**config.mk**
```make
export PLATFORM = sky130hd
export DESIGN_NAME = memory_access_unit
export DESIGN_NICKNAME = d
export VERILOG_FILES = /design/src/rtl/memory_access_unit.sv
export SDC_FILE = /design/constraint.sdc
export NUM_CORES = 1
export LEC_CHECK = 0
export CORE_ASPECT_RATIO = 1.75
export CORE_MARGIN = 2
export CORE_UTILIZATION = 45
export CTS_BUF_LIST = sky130_fd_sc_hd__clkbuf_2 sky130_fd_sc_hd__clkbuf_4 sky130_fd_sc_hd__clkbuf_8
export DETAILED_ROUTE_END_ITERATION = 10
export PLACE_DENSITY = 0.88
export SYNTH_ARGS = -nofsm -noshare
export SYNTH_HDL_FRONTEND = slang
export SYNTH_SLANG_ARGS = --single-unit
```
**constraint.sdc**
```tcl
create_clock -name clock -period 2.15 [get_ports clock]
set_clock_uncertainty 0.1 [all_clocks]
set_input_delay 0.215 -clock clock [delete_from_list [all_inputs] [get_ports clock]]
set_output_delay 0.215 -clock clock [all_outputs]
set_load 0.005 [all_outputs]
```
**src/rtl/memory_access_unit.sv**
```systemverilog
// Multi-cycle load/store sequencer between the execute stage and data memory.
// Optional ACCESS-state timeout enabled by defining MEM_TIMEOUT_EN.
module memory_access_unit #(
    parameter int unsigned REGISTER_LENGTH = 32,
    parameter int unsigned ADDR_WIDTH      = 32
`ifdef MEM_TIMEOUT_EN
    ,
    parameter int unsigned TIMEOUT_CYCLES  = 64
`endif
) (
    input  logic                       clock,
    input  logic                       reset,
    input  logic                       start,
    input  logic [2:0]                 op,
    input  logic [ADDR_WIDTH-1:0]      address,
    input  logic [REGISTER_LENGTH-1:0] store_data,
    output logic [ADDR_WIDTH-3:0]      mem_addr,
    output logic [REGISTER_LENGTH-1:0] mem_wdata,
    output logic [3:0]                 mem_byte_en,
    output logic                       mem_rd_en,
    output logic                       mem_wr_en,
    input  logic [REGISTER_LENGTH-1:0] mem_rdata,
    input  logic                       mem_ready,
    output logic [REGISTER_LENGTH-1:0] data_from_memory,
    output logic                       busy,
    output logic                       done,
    output logic                       load_done,
    output logic                       fault
);

    typedef enum logic [1:0] {StIdle, StAccess, StDone} state_e;

    state_e                     state_q, state_d;
    logic [2:0]                 op_q, op_d;
    logic [ADDR_WIDTH-1:0]      addr_q, addr_d;
    logic [REGISTER_LENGTH-1:0] wdata_q, wdata_d;
    logic [REGISTER_LENGTH-1:0] rdata_q, rdata_d;
    logic [3:0]                 be_q, be_d;
    logic                       fault_q, fault_d;

    logic                       in_word, in_half, in_misaligned;
    logic [3:0]                 in_be;
    logic [REGISTER_LENGTH-1:0] in_wdata;
    logic                       is_load;
    logic [7:0]                 rd_byte;
    logic [15:0]                rd_half;
    logic [REGISTER_LENGTH-1:0] load_ext;
    logic                       timeout;

    // Decode of the request presented with start
    always_comb begin
        in_word  = (op == 3'd0) || (op == 3'd5);
        in_half  = (op == 3'd1) || (op == 3'd2) || (op == 3'd6);
        in_misaligned = (in_word && (address[1:0] != 2'b00)) || (in_half && address[0]);
        if (in_word) begin
            in_be    = 4'b1111;
            in_wdata = store_data;
        end else if (in_half) begin
            in_be    = address[1] ? 4'b1100 : 4'b0011;
            in_wdata = {2{store_data[15:0]}};
        end else begin
            in_be    = 4'b0001 << address[1:0];
            in_wdata = {4{store_data[7:0]}};
        end
    end

    assign is_load = (op_q < 3'd5);

    always_comb begin
        case (addr_q[1:0])
            2'd0:    rd_byte = mem_rdata[7:0];
            2'd1:    rd_byte = mem_rdata[15:8];
            2'd2:    rd_byte = mem_rdata[23:16];
            default: rd_byte = mem_rdata[31:24];
        endcase
        rd_half = addr_q[1] ? mem_rdata[31:16] : mem_rdata[15:0];
        case (op_q)
            3'd1:    load_ext = {{(REGISTER_LENGTH-16){rd_half[15]}}, rd_half};
            3'd2:    load_ext = {{(REGISTER_LENGTH-16){1'b0}}, rd_half};
            3'd3:    load_ext = {{(REGISTER_LENGTH-8){rd_byte[7]}}, rd_byte};
            3'd4:    load_ext = {{(REGISTER_LENGTH-8){1'b0}}, rd_byte};
            default: load_ext = mem_rdata;
        endcase
    end

`ifdef MEM_TIMEOUT_EN
    localparam int unsigned CntW = $clog2(TIMEOUT_CYCLES + 1);
    logic [CntW-1:0] cnt_q, cnt_d;

    // Fires on the ACCESS cycle whose increment would reach the limit
    assign timeout = !mem_ready && (cnt_q == CntW'(TIMEOUT_CYCLES - 1));

    always_comb begin
        cnt_d = cnt_q;
        if (state_q == StIdle) begin
            cnt_d = '0;
        end else if (state_q == StAccess && !mem_ready) begin
            cnt_d = cnt_q + CntW'(1);
        end
    end

    always_ff @(posedge clock or negedge reset) begin
        if (!reset) begin
            cnt_q <= '0;
        end else begin
            cnt_q <= cnt_d;
        end
    end
`else
    assign timeout = 1'b0;
`endif

    always_comb begin
        state_d = state_q;
        op_d    = op_q;
        addr_d  = addr_q;
        wdata_d = wdata_q;
        be_d    = be_q;
        rdata_d = rdata_q;
        fault_d = fault_q;
        case (state_q)
            StIdle: begin
                if (start) begin
                    op_d    = op;
                    addr_d  = address;
                    wdata_d = in_wdata;
                    be_d    = in_be;
                    fault_d = in_misaligned;
                    state_d = in_misaligned ? StDone : StAccess;
                end
            end
            StAccess: begin
                // mem_ready beats a coincident timeout
                if (mem_ready) begin
                    state_d = StDone;
                    fault_d = 1'b0;
                    if (is_load) begin
                        rdata_d = load_ext;
                    end
                end else if (timeout) begin
                    state_d = StDone;
                    fault_d = 1'b1;
                end
            end
            StDone:  state_d = StIdle;
            default: state_d = StIdle;
        endcase
    end

    always_ff @(posedge clock or negedge reset) begin
        if (!reset) begin
            state_q <= StIdle;
            op_q    <= '0;
            addr_q  <= '0;
            wdata_q <= '0;
            be_q    <= '0;
            rdata_q <= '0;
            fault_q <= 1'b0;
        end else begin
            state_q <= state_d;
            op_q    <= op_d;
            addr_q  <= addr_d;
            wdata_q <= wdata_d;
            be_q    <= be_d;
            rdata_q <= rdata_d;
            fault_q <= fault_d;
        end
    end

    assign mem_addr         = addr_q[ADDR_WIDTH-1:2];
    assign mem_wdata        = wdata_q;
    assign mem_byte_en      = be_q;
    assign mem_rd_en        = (state_q == StAccess) && is_load;
    assign mem_wr_en        = (state_q == StAccess) && !is_load;
    assign data_from_memory = rdata_q;
    assign busy             = (state_q != StIdle);
    assign done             = (state_q == StDone);
    assign fault            = done && fault_q;
    assign load_done        = done && is_load && !fault_q;

endmodule

```
==> flow_summary.ini <==
[synth]
yosysWarningCount = 0
netlist_top_cells_count = nand2_1 (185), dfrtp_1 (106), nor2_1 (41)
synth_top_family_by_area = simple AND/OR/NAND/NOR gates
synthAdderAreaFrac_pct = 0
ys_ff_latch = 106
synthTopCellsByArea = dfrtp_1 (50%), nand2_1 (13%), buf_4 (4.2%)
syn-num-nets = 679
synthArstFlopShare_pct = 100.0
dominantRegCellSynth = dfrtp_1
syn_area_sq_mm = 0.005334
synth.most_common_cell = nand2_1
synth_simple_gate_area_share_pct = 18.37
avgSynthCellArea_sq_um = 9.260
synth_cell_type_count = 45
synth_top_area_share_pct = 49.73
synth.area.mux_share_pct = 8.351
synth_xor_area_share_pct = 0.3284
netlist.top_cell.by_area = dfrtp_1
synth_edf_count = 0
synth_compound_area_share_pct = 15.62
synth_seq_area_share_pct = 49.73
synthCells = 576

[pwr]
powerDensity_mw_per_mm2 = 1264
cellLeakagePower_nw = 3.464
fin_total_pwr_mw = 9.669
ir_worst_vdd_uv = 602.9

[placed_design]
port_buffers = 206
place_congestion = 0.9421
dp_hpwl_um = 12380

[timing]
setup_viol = 0
max_slew_margin_pct = 56.94
finalSetupTns_ps = 0
tightest_slew_ps = 643.6
fmax_ghz = 0.4989
hold_violations = 0
period_needed_ps = 2004
slew_violations = 0
rsz0062_at_grt = false
finalCritPeriodShare_pct = 93.23

[die]
fp.coreArea_sq_mm = 0.01158
die_h_um = 148.0
rows = 52
num_io_pins = 207
dieArea_sq_mm = 0.01277
die_x_um = 86.30
initial_utilization_pct = 46.06

[finish]
area.growth.synth_to_final_pct = 43.47
antenna_cells = 0
regArea_sq_mm = 0.002654
multi_input_area_sq_mm = 0.002282
drive_above_1_share_pct = 9.499
fillers = 922
fin_nets = 856

[global_route]
grt_pass1_wl_um = 25090
grt_pass1_vias = 5097
grt_max_degree = 69
grt-ovfl-total = 0
grt_usage_pct = 25.17
antenna_found_initial = 0

[critical_path]
r2r-end = data_from_memory[16]
critical_path_buf_inv_count = 1
rrSetupSlack_ps = 160
crit_path_start_kind = register
cp.required_ps = 1840
cp_top_family = buffers and inverters
reg2reg_depth = 6
criticalPathCategory = reg -> out
rr_startpoint = addr_q[0]
max_stage_delay_ps = 530
arrival_ps = 1690
crit_path_end_kind = output port
crit_chain = o21a_1, nor2_1, clkdlybuf4s50_1
crit_fanout = 5
worst_path_max_delay_cell = clkdlybuf4s50_1

[clocking]
cts_root_buf = clkbuf_8
cts_num_sinks = 106
path_clk_slew_ps = 100
numCtsBuffers = 9
cts_tree = built
cts.htree.levels = 3
clk-insertion-delay-late_ps = 360
clk_path_buf_depth = 2

[route]
drt_iter0_drc = 225
routed_via_density = 5.410
wirelength_um = 16120
dr.pass1.iters = 5
wl_per_cell_um = 18.05
final_antenna_net_count = 0
drc = 0
via_count = 4831

[run]
maxCapViolCount = 0

[run_status]
status = completed

[worst_hold_path]
min_path_type = in -> async
## final cells by class
cell class	count	share of cell area (%)
clock buffer	9	1.619
clock inverter	7	1.128
inverter	6	0.2943
multi-input combinational	399	29.82
sequential	106	34.68
tap	135	2.207
timing repair buffer	231	30.25
## how the worst max path moves through the flow
stage	from	end	slack (ps)	cells past startpoint
after CTS	op_q[1]	load_done	20	3
final	op_q[1]	mem_rd_en	150	3
after detailed placement	mem_rdata[15]	data_from_memory[16]	10	7
after floorplan	addr_q[0]	data_from_memory[21]	320	7
after global routing	op_q[1]	mem_rd_en	7	3
after global placement	mem_rdata[15]	data_from_memory[29]	80	7
## registers in the layout (all words and copies together) (netlist names)
signal,count
state_q,2
data_from_memory,32
mem_byte_en,4
mem_wdata,32
addr_q,32
op_q,3
fault_q,1
## placed cells by master (no fill, tap or decap), types with 10 or more instances in the layout
master,netlist,routed
clkdlybuf4s50_1,0,204
nand2_1,185,184
dfrtp_1,106,105
nor2_1,41,41
o21ai_0,31,30
a21oi_1,28,28
buf_4,30,20
mux2i_1,19,19
a21oi_4,10,10
a21o_1,10,10
## per-stage QoR
step | cells | setup WS (ps) | utilization, % | instance area, sq um | hold slack (ps)
2_1_floorplan | 576 | 321.1 | - | 5334 | -180.6
4_1_cts | 893 | 22.40 | 66.03 | 7647 | 239.5
6_report | 893 | 145.5 | 66.08 | 7652 | 260.2
3_5_place_dp | 875 | 9.549 | 64.06 | 7418 | 118.6
3_3_place_gp | 875 | 76.27 | 64.06 | 7418 | 109.9
5_1_grt | 893 | 6.619 | 66.08 | 7652 | 245.5
## worst register-to-register path: cells and delay by family (launching register included)
family                 cells  cell delay (ps)
AOI/OAI and AO/OA          2              520
buffers and inverters      1              180
DFF                        1              490
and+or+nand+nor            1              140
muxes                      2              480
## report_power, final
group / internal (mW) / total [mW] / switching, mW
clock: 0.562 / 1.30 / 0.737
sequential: 2.90 / 3.47 / 0.565
combinational: 2.72 / 4.90 / 2.19
## cell families (layout without fill, tap and decap cells)
logic type             count (synthesis)  in the layout
AND/OR/NAND/NOR                      247            247
AO/OA/AOI/OAI                        116            116
buffers and inverters                 71            253
multiplexers                          34             34
XOR/XNOR                               2              2
flip-flops                           106            106
## timing repair
item / in CTS / in global routing
buffers inserted: 1 / 0
endpoints found under the setup margin: 1 / 4
pin swaps: 0 / 0
gates resized for setup: 1 / 3
hold endpoints to repair: 34 / 0
hold buffers: 1 / 0
## routing by layer
metal	wire length (um)	track usage, %	share of wire, %
met1	5833	26.79	36
met2	8426	45.62	52
met3	1179	5.918	7.3
met4	682	12.19	4.2
met5	0	0	0
Power figures use the tool's default switching activity.
